File: config.mk
export PLATFORM = sky130hd
export DESIGN_NAME = instruction_loader_flat
export DESIGN_NICKNAME = d
export VERILOG_FILES = /design/src/rtl/instruction_loader_if.sv /design/src/rtl/instruction_loader.sv /design/src/flat_wrapper.sv
export SDC_FILE = /design/constraint.sdc
export NUM_CORES = 1
export LEC_CHECK = 0
export CORE_UTILIZATION = 45
export DETAILED_ROUTE_END_ITERATION = 8
export GPL_ROUTABILITY_DRIVEN = 0
export PLACE_DENSITY = 0.71
export SLEW_MARGIN = 20
export SYNTH_ARGS = -nofsm -noshare
export SYNTH_HDL_FRONTEND = slang
export SYNTH_SLANG_ARGS = --single-unit
export TNS_END_PERCENT = 20
File: constraint.sdc
create_clock -name CLK -period 4.28 [get_ports CLK]
set_input_delay 0.856 -clock CLK [delete_from_list [all_inputs] [get_ports CLK]]
set_output_delay 0.856 -clock CLK [all_outputs]
set_load 0.1 [all_outputs]
File: src/rtl/instruction_loader_if.sv
// Word-stream handshake and instruction-memory byte-write bus for instruction_loader.
// The master side is the host/boot source together with the memory it fills;
// the slave side is the loader itself.
interface instruction_loader_if;
  logic [31:0] WordIn;
  logic        WordValid;
  logic        WordLast;
  logic        WordReady;
  logic        MemWE;
  logic [31:0] MemAddr;
  logic [7:0]  MemData;
  logic [5:0]  WordCount;
  logic        Done;

  modport master (
    output WordIn, WordValid, WordLast,
    input  WordReady, MemWE, MemAddr, MemData, WordCount, Done
  );

  modport slave (
    input  WordIn, WordValid, WordLast,
    output WordReady, MemWE, MemAddr, MemData, WordCount, Done
  );
endinterface

File: src/rtl/instruction_loader.sv
// Byte-serial instruction memory loader: accepts 32-bit words over valid/ready
// and writes each as four big-endian bytes at consecutive byte addresses.
// Every output is decoded from registered state only, so no input reaches an
// output combinationally.
module instruction_loader #(
  parameter longint unsigned DEPTH = 128
) (
  input  logic                  CLK,
  input  logic                  Reset,
  input  logic                  Start,
  instruction_loader_if.slave   bus
);

  typedef enum logic [1:0] {
    S_IDLE   = 2'd0,
    S_ACCEPT = 2'd1,
    S_WRITE  = 2'd2,
    S_DONE   = 2'd3
  } state_t;

  // DEPTH may be as large as 2^32, so the end-of-memory compare is done in 33 bits.
  localparam logic [32:0] DEPTH_W = DEPTH[32:0];

  state_t      state_q, state_d;
  logic [31:0] base_q,  base_d;
  logic [1:0]  idx_q,   idx_d;
  logic [31:0] word_q,  word_d;
  logic        last_q,  last_d;
  logic [5:0]  count_q, count_d;

  logic [32:0] next_base_w;
  assign next_base_w = {1'b0, base_q} + 33'd4;

  // State and datapath registers; Reset clears everything immediately.
  always_ff @(posedge CLK or posedge Reset) begin
    if (Reset) begin
      state_q <= S_IDLE;
      base_q  <= '0;
      idx_q   <= '0;
      word_q  <= '0;
      last_q  <= 1'b0;
      count_q <= '0;
    end else begin
      state_q <= state_d;
      base_q  <= base_d;
      idx_q   <= idx_d;
      word_q  <= word_d;
      last_q  <= last_d;
      count_q <= count_d;
    end
  end

  // Next-state logic; Start overrides everything, including a same-cycle handshake.
  always_comb begin
    state_d = state_q;
    base_d  = base_q;
    idx_d   = idx_q;
    word_d  = word_q;
    last_d  = last_q;
    count_d = count_q;
    if (Start) begin
      state_d = S_ACCEPT;
      base_d  = '0;
      idx_d   = '0;
      count_d = '0;
    end else begin
      case (state_q)
        S_ACCEPT: begin
          if (bus.WordValid) begin
            word_d  = bus.WordIn;
            last_d  = bus.WordLast;
            idx_d   = '0;
            state_d = S_WRITE;
          end
        end
        S_WRITE: begin
          idx_d = idx_q + 2'd1;
          if (idx_q == 2'd3) begin
            base_d  = next_base_w[31:0];
            count_d = (count_q == 6'd63) ? count_q : count_q + 6'd1;
            if (last_q || (next_base_w == DEPTH_W)) begin
              state_d = S_DONE;
            end else begin
              state_d = S_ACCEPT;
            end
          end
        end
        default: begin
          state_d = state_q;
        end
      endcase
    end
  end

  // Output decode; the memory bus is held at zero outside WRITE.
  always_comb begin
    bus.WordReady = (state_q == S_ACCEPT);
    bus.Done      = (state_q == S_DONE);
    bus.WordCount = count_q;
    bus.MemWE     = 1'b0;
    bus.MemAddr   = '0;
    bus.MemData   = '0;
    if (state_q == S_WRITE) begin
      bus.MemWE   = 1'b1;
      bus.MemAddr = base_q + {30'd0, idx_q};
      case (idx_q)
        2'd0:    bus.MemData = word_q[31:24];
        2'd1:    bus.MemData = word_q[23:16];
        2'd2:    bus.MemData = word_q[15:8];
        default: bus.MemData = word_q[7:0];
      endcase
    end
  end

endmodule

File: src/flat_wrapper.sv
// flat-port wrapper written by rule: the top's interface ports become plain ports
module instruction_loader_flat 
#(
  parameter longint unsigned DEPTH = 128
)
  (CLK, Reset, Start, bus_WordIn, bus_WordValid, bus_WordLast, bus_WordReady, bus_MemWE, bus_MemAddr, bus_MemData, bus_WordCount, bus_Done);
  instruction_loader_if bus_i ();
  input  logic CLK;
  input  logic Reset;
  input  logic Start;
  input wire logic [$bits(bus_i.WordIn)-1:0] bus_WordIn;
  input wire logic [$bits(bus_i.WordValid)-1:0] bus_WordValid;
  input wire logic [$bits(bus_i.WordLast)-1:0] bus_WordLast;
  output wire logic [$bits(bus_i.WordReady)-1:0] bus_WordReady;
  output wire logic [$bits(bus_i.MemWE)-1:0] bus_MemWE;
  output wire logic [$bits(bus_i.MemAddr)-1:0] bus_MemAddr;
  output wire logic [$bits(bus_i.MemData)-1:0] bus_MemData;
  output wire logic [$bits(bus_i.WordCount)-1:0] bus_WordCount;
  output wire logic [$bits(bus_i.Done)-1:0] bus_Done;
  assign bus_i.WordIn = bus_WordIn;
  assign bus_i.WordValid = bus_WordValid;
  assign bus_i.WordLast = bus_WordLast;
  assign bus_WordReady = bus_i.WordReady;
  assign bus_MemWE = bus_i.MemWE;
  assign bus_MemAddr = bus_i.MemAddr;
  assign bus_MemData = bus_i.MemData;
  assign bus_WordCount = bus_i.WordCount;
  assign bus_Done = bus_i.Done;
  instruction_loader #(.DEPTH(DEPTH)) u_core (.CLK(CLK), .Reset(Reset), .Start(Start), .bus(bus_i));
endmodule
Yosys cells after proc, flatten, opt, wreduce, memory -nomap -nowiden
Index checks and enable logic that the tools add are counted.

word-level totals
  flip-flop bits (word level) = 75
  input port bits = 37
  output and inout bits = 49
  word-level logic and storage cells = 51

operators by class
  add/subtract/negate cells = 4
  equality and inequality tests = 11
  mux-type cells = 19
  bitwise operators = 1
  reduce and logical (&&, ||, !) cells = 10

operator list
  cell                                                                      count
  32-bit two-way mux                                                        4
  32-bit by 3-bit adder with 33-bit output (second input constant)          1
  33-bit by 8-bit equality test with 1-bit output (second input constant)   1
  32-bit by 2-bit adder with 32-bit output                                  1
  6-bit two-way mux                                                         4
  8-bit one-hot mux with 3 select lines                                     1
  2-bit two-way mux                                                         6
  3-bit AND reduction                                                       3
  2-bit equality test (second input constant)                               4
  8-bit two-way mux                                                         1
  2-bit one-hot mux with 2 select lines                                     2
  6-bit by 1-bit adder with 6-bit output (second input constant)            1
  6-bit equality test (second input constant)                               1
  2-bit by 1-bit equality test with 1-bit output (second input constant)    2
  2-bit AND reduction                                                       2
  2-bit nonzero test                                                        2
  3-bit by 2-bit inequality test with 1-bit output (second input constant)  1
  3-bit inequality test (second input constant)                             1
  3-bit nonzero test                                                        1
  2-bit by 1-bit adder with 2-bit output (second input constant)            1
  2-bit zero test                                                           1
  2-bit inequality test (second input constant)                             1
  1-bit logical OR                                                          1
  1-bit two-way mux                                                         1
  1-bit inverter                                                            1

Logic depth before layout (Yosys ltp)
  word-level depth = 7
  depth in mapped cells = 8

Least setup slack after synthesis
Ideal clock, no wire load.

  path kind = register to output
  from = register u_core.state_q[0]
  to = output bus_MemAddr[22]
  data arrival time = 2.637 ns
  required time = 3.424 ns
  setup slack = 0.787 ns
  cell stages (with the launch flop) = 6
  cells stage by stage = dfrtp_1 -> nand2b_1 -> clkbuf_1 -> inv_1 -> clkbuf_1 -> and2_1

on the way
  word-level cells in the longest chain between the ends = 2

ends and longest elaborated chain
  element                 RTL line                   source
  start, declared         instruction_loader.sv:24   state_t state_q, state_d;
  start signal, assigned  instruction_loader.sv:44   state_q <= state_d;
  2-bit equality test     instruction_loader.sv:103  if (state_q == S_WRITE) begin
  32-bit two-way mux      instruction_loader.sv:103
  end, declared           flat_wrapper.sv:16         output wire logic [$bits(bus_i.MemAddr)-1:0] bus_MemAddr;

No other way between the ends.

Final worst setup path
  from = register u_core.state_q[0]
  to = output bus_MemAddr[29]

The elaborated chain is that of the path after synthesis.

==> metrics.md <==
| Metric | Value |
|---|---|
| Status | finished with violations |
| Violated checks | design-rule violations |
| PostCTS Resize Cnt | 0 |
| Max IR drop VDD | approximately 0.20 mV |
| Place WS | 1145 ps |
| Yosys top cell area share | 43.06% |
| Syn avg cell area | 9.754 µm² |
| Total GRT Usage | 21.25% |
| Global-route wire length before repair | 16.52 mm |
| Htree depth | 3 |
| R2r endpoint | u_core.base_q[29] |
| Cell Area, Synth | 4243 µm² |
| Worst EP required | 3420 ps |
| Slew headroom | 33.03% |
| Most frequent cells in the layout | dfrtp_1 (73), nor2_1 (66), buf_4 (45) |
| Core Area | 9196 µm² |
| IO Pins | between 80 and 90 |
| Tcrit/Tclk final | 78.65% |
| Fraction of layout cells with a size suffix above 1 | 21.41% |
| Mapped Cells | 435 |
| Die ar. | 9821 µm² |
| RR Startpoint | u_core.state_q[0] |
| Die X | 99.10 µm |
| Number of synthesized register bits | 73 |
| Fmax | 297.1 MHz |
| Multi-input gate area in the final layout | 2261 µm² |
| Port bufs | 85 |
| Worst-margin pin slew | 1001 ps |
| Avg WL per Cell | roughly 16 µm |
| Area leader, netlist | dfrtp_1 |
| Hold Crit Class | flop to flop |
| Post-synth EDFFs | 0 |
| Number of max-cap violations | 0 |
| DRC violations left | 2 |
| Critical Path Source | u_core.state_q[0] |
| Critical path arrival | 2510 ps |
| Clock latency on the worst-skew pair | around 350 ps |
| Endpoints failing hold | 0 |
| Pins Over Slew Limit | 0 |
| Synth Flop Type | dfrtp_1 |
| Critical Path End | bus_MemAddr[29] |
| Fillers | 842 |
| Clk_skew | 11.05 ps |
| Initial antenna violation count | 0 |
| CP Launch Type | flop |
| Die height | a little under 100 µm |
| Setup TNS | 0 ps |
| Crit. End Element | primary output |
| Final WS setup | 913.7 ps |
| Cts bufs inserted | 9 |
| Yosys cell types | 58 |
| Deepest clock path buffer count | 2 |
| Minimum clock period | 3366 ps |
| DR vias | 3,437 |
| Worst r2r path cells | 7 |
| Post-synth ARST share | 100.0% |
| Critical path peak fanout | 30 |
| Grt ovf | 0 |
| WL final | 9.746 mm |
| CTS tree | yes |
| Lkg Pwr | 2.211 nW |
| Initial Utilization | a little under half |
| Commonest non-fill, non-tap cell in the layout | dfrtp_1 |
| Worst setup path class | flop to primary output |
| # clock sinks | 73 |
| Number of iterations in the first detailed-routing pass | 7 |
| RSZ-0062 raised after global routing | no |
| Power per cell area | around 310 nW/µm² |
| Sequential fraction of the synthesis area | 43.06% |
| Post-CTS setup buffers | 0 |
| Synthesized Nets | 478 |
| FF-to-FF setup slack | 1210 ps |
| Largest net degree at the start of global routing | 74 |
| Root buf cell | clkbuf_8 |
| Storage cell area | around 1800 µm² |
| Net total in the final layout | about 550 |
| Worst-path clk slew | 80 ps |
| Vias in the first global route | 3,397 |
| Detailed placer's ending HPWL | 6.880 mm |
| Leading post-synthesis cells by cell area | dfrtp_1 (43%), mux2_2 (8.8%), nor2_1 (5.9%) |
| DRT antenna net count | 0 |
| Area grow syn2layout | 22.68% |
| Cts hold-fix bufs | 0 |
| Synth warnings | 0 |
| Vias/cell | between 5 and 6 |
| # rows | 35 |
| Initial DRC count | 176 |
| Final setup violating endpoints | 0 |
| Number of diodes | 0 |
-- report_power, final --
group	internal (mW)	total, mW	switching (mW)	leakage [nW]
logic	0.148	0.303	0.155	1.18
registers	0.780	0.831	0.0508	0.944
clock network	0.212	0.490	0.278	0.0827
total	1.14	1.62	0.484	2.21
-- per-stage QoR --
stage / std cells / utilization (%) / area [µm²] / hold WS (ps) / power, mW
after floorplan: 435 / - / 4243 / 471.6 / 1.056
after global placement: 604 / 54.75 / 5035 / 482.3 / 1.138
after detailed placement: 604 / 54.75 / 5035 / 489.7 / 1.150
after CTS: 620 / 56.60 / 5205 / 506.6 / 1.641
after global routing: 620 / 56.60 / 5205 / 529.4 / 1.703
final: 620 / 56.60 / 5205 / 504.4 / 1.623
-- per-layer routing --
metal,track usage [%],share of wire [%],vias up
li1,-,-,1654
met1,27.67,44,1656
met2,34.97,48,114
met3,4.989,6.2,13
met4,7.353,1.6,0
met5,0,0,-
-- cells by family after synthesis --
group	after synthesis	synth area share (%)
AO/OA/AOI/OAI	51	9.025
XOR/XNOR	42	8.670
adder cells (fa/ha/maj)	6	1.769
buffers and inverters	39	3.716
flip-flops	73	43.06
multiplexers	33	8.759
AND/OR/NAND/NOR	191	25.01
-- how the worst min path moves through the flow --
| stage | from | to | cells past startpoint |
|---|---|---|---|
| after CTS | u_core.last_q | u_core.last_q | 1 |
| after detailed placement | u_core.last_q | u_core.last_q | 1 |
| after global placement | u_core.last_q | u_core.last_q | 1 |
| final | u_core.last_q | u_core.last_q | 1 |
| after floorplan | u_core.last_q | u_core.last_q | 1 |
| after global routing | u_core.word_q[25] | u_core.word_q[25] | 1 |
-- cells in the mapped netlist (2+ instances only) --
| library cell | instances |
|---|---|
| inv_1 | 8 |
| dfrtp_1 | 73 |
| nor4_4 | 2 |
| nand4_1 | 10 |
| nand2_1 | 20 |
| and3_1 | 5 |
| xnor2_1 | 21 |
| nor3_1 | 9 |
| mux2_2 | 33 |
| and2_1 | 29 |
| a211o_1 | 2 |
| nand3_1 | 11 |
| nor2_1 | 67 |
| nor2b_1 | 2 |
| clkbuf_1 | 25 |
| nor2_4 | 2 |
| a211oi_1 | 4 |
| or3_1 | 4 |
| xor2_1 | 21 |
| a21oi_1 | 16 |
| and4_1 | 5 |
| buf_2 | 3 |
| o21ai_0 | 4 |
| a222oi_1 | 8 |
| buf_1 | 2 |
| ha_1 | 6 |
| or4_1 | 2 |
| nor4_1 | 6 |
| nand2b_1 | 5 |
| nand3_2 | 2 |
-- registers in the layout, summed over array words and instances, names as in the netlist --
name / cells
u_core.last_q: 1
u_core.bus.WordCount: 6
u_core.base_q: 30
u_core.word_q: 32
u_core.idx_q: 2
u_core.state_q: 2
-- worst max-delay path, cell delays in order (launching register included) --
cell and delay (ps):
dfrtp_1 440, nand2b_1 470, inv_1 730, and2_1 230, buf_4 290
-- cell type report --
cell class              count  share of cell area, %
clock inverters             6                 0.8173
flip-flops and latches     73                  35.10
inverters                   8                 0.5769
multi-input cells         323                  43.44
repair buffers             89                  14.95
clock buffers              10                  2.452
well taps                 111                  2.668
(Power assumes the default switching activity.)
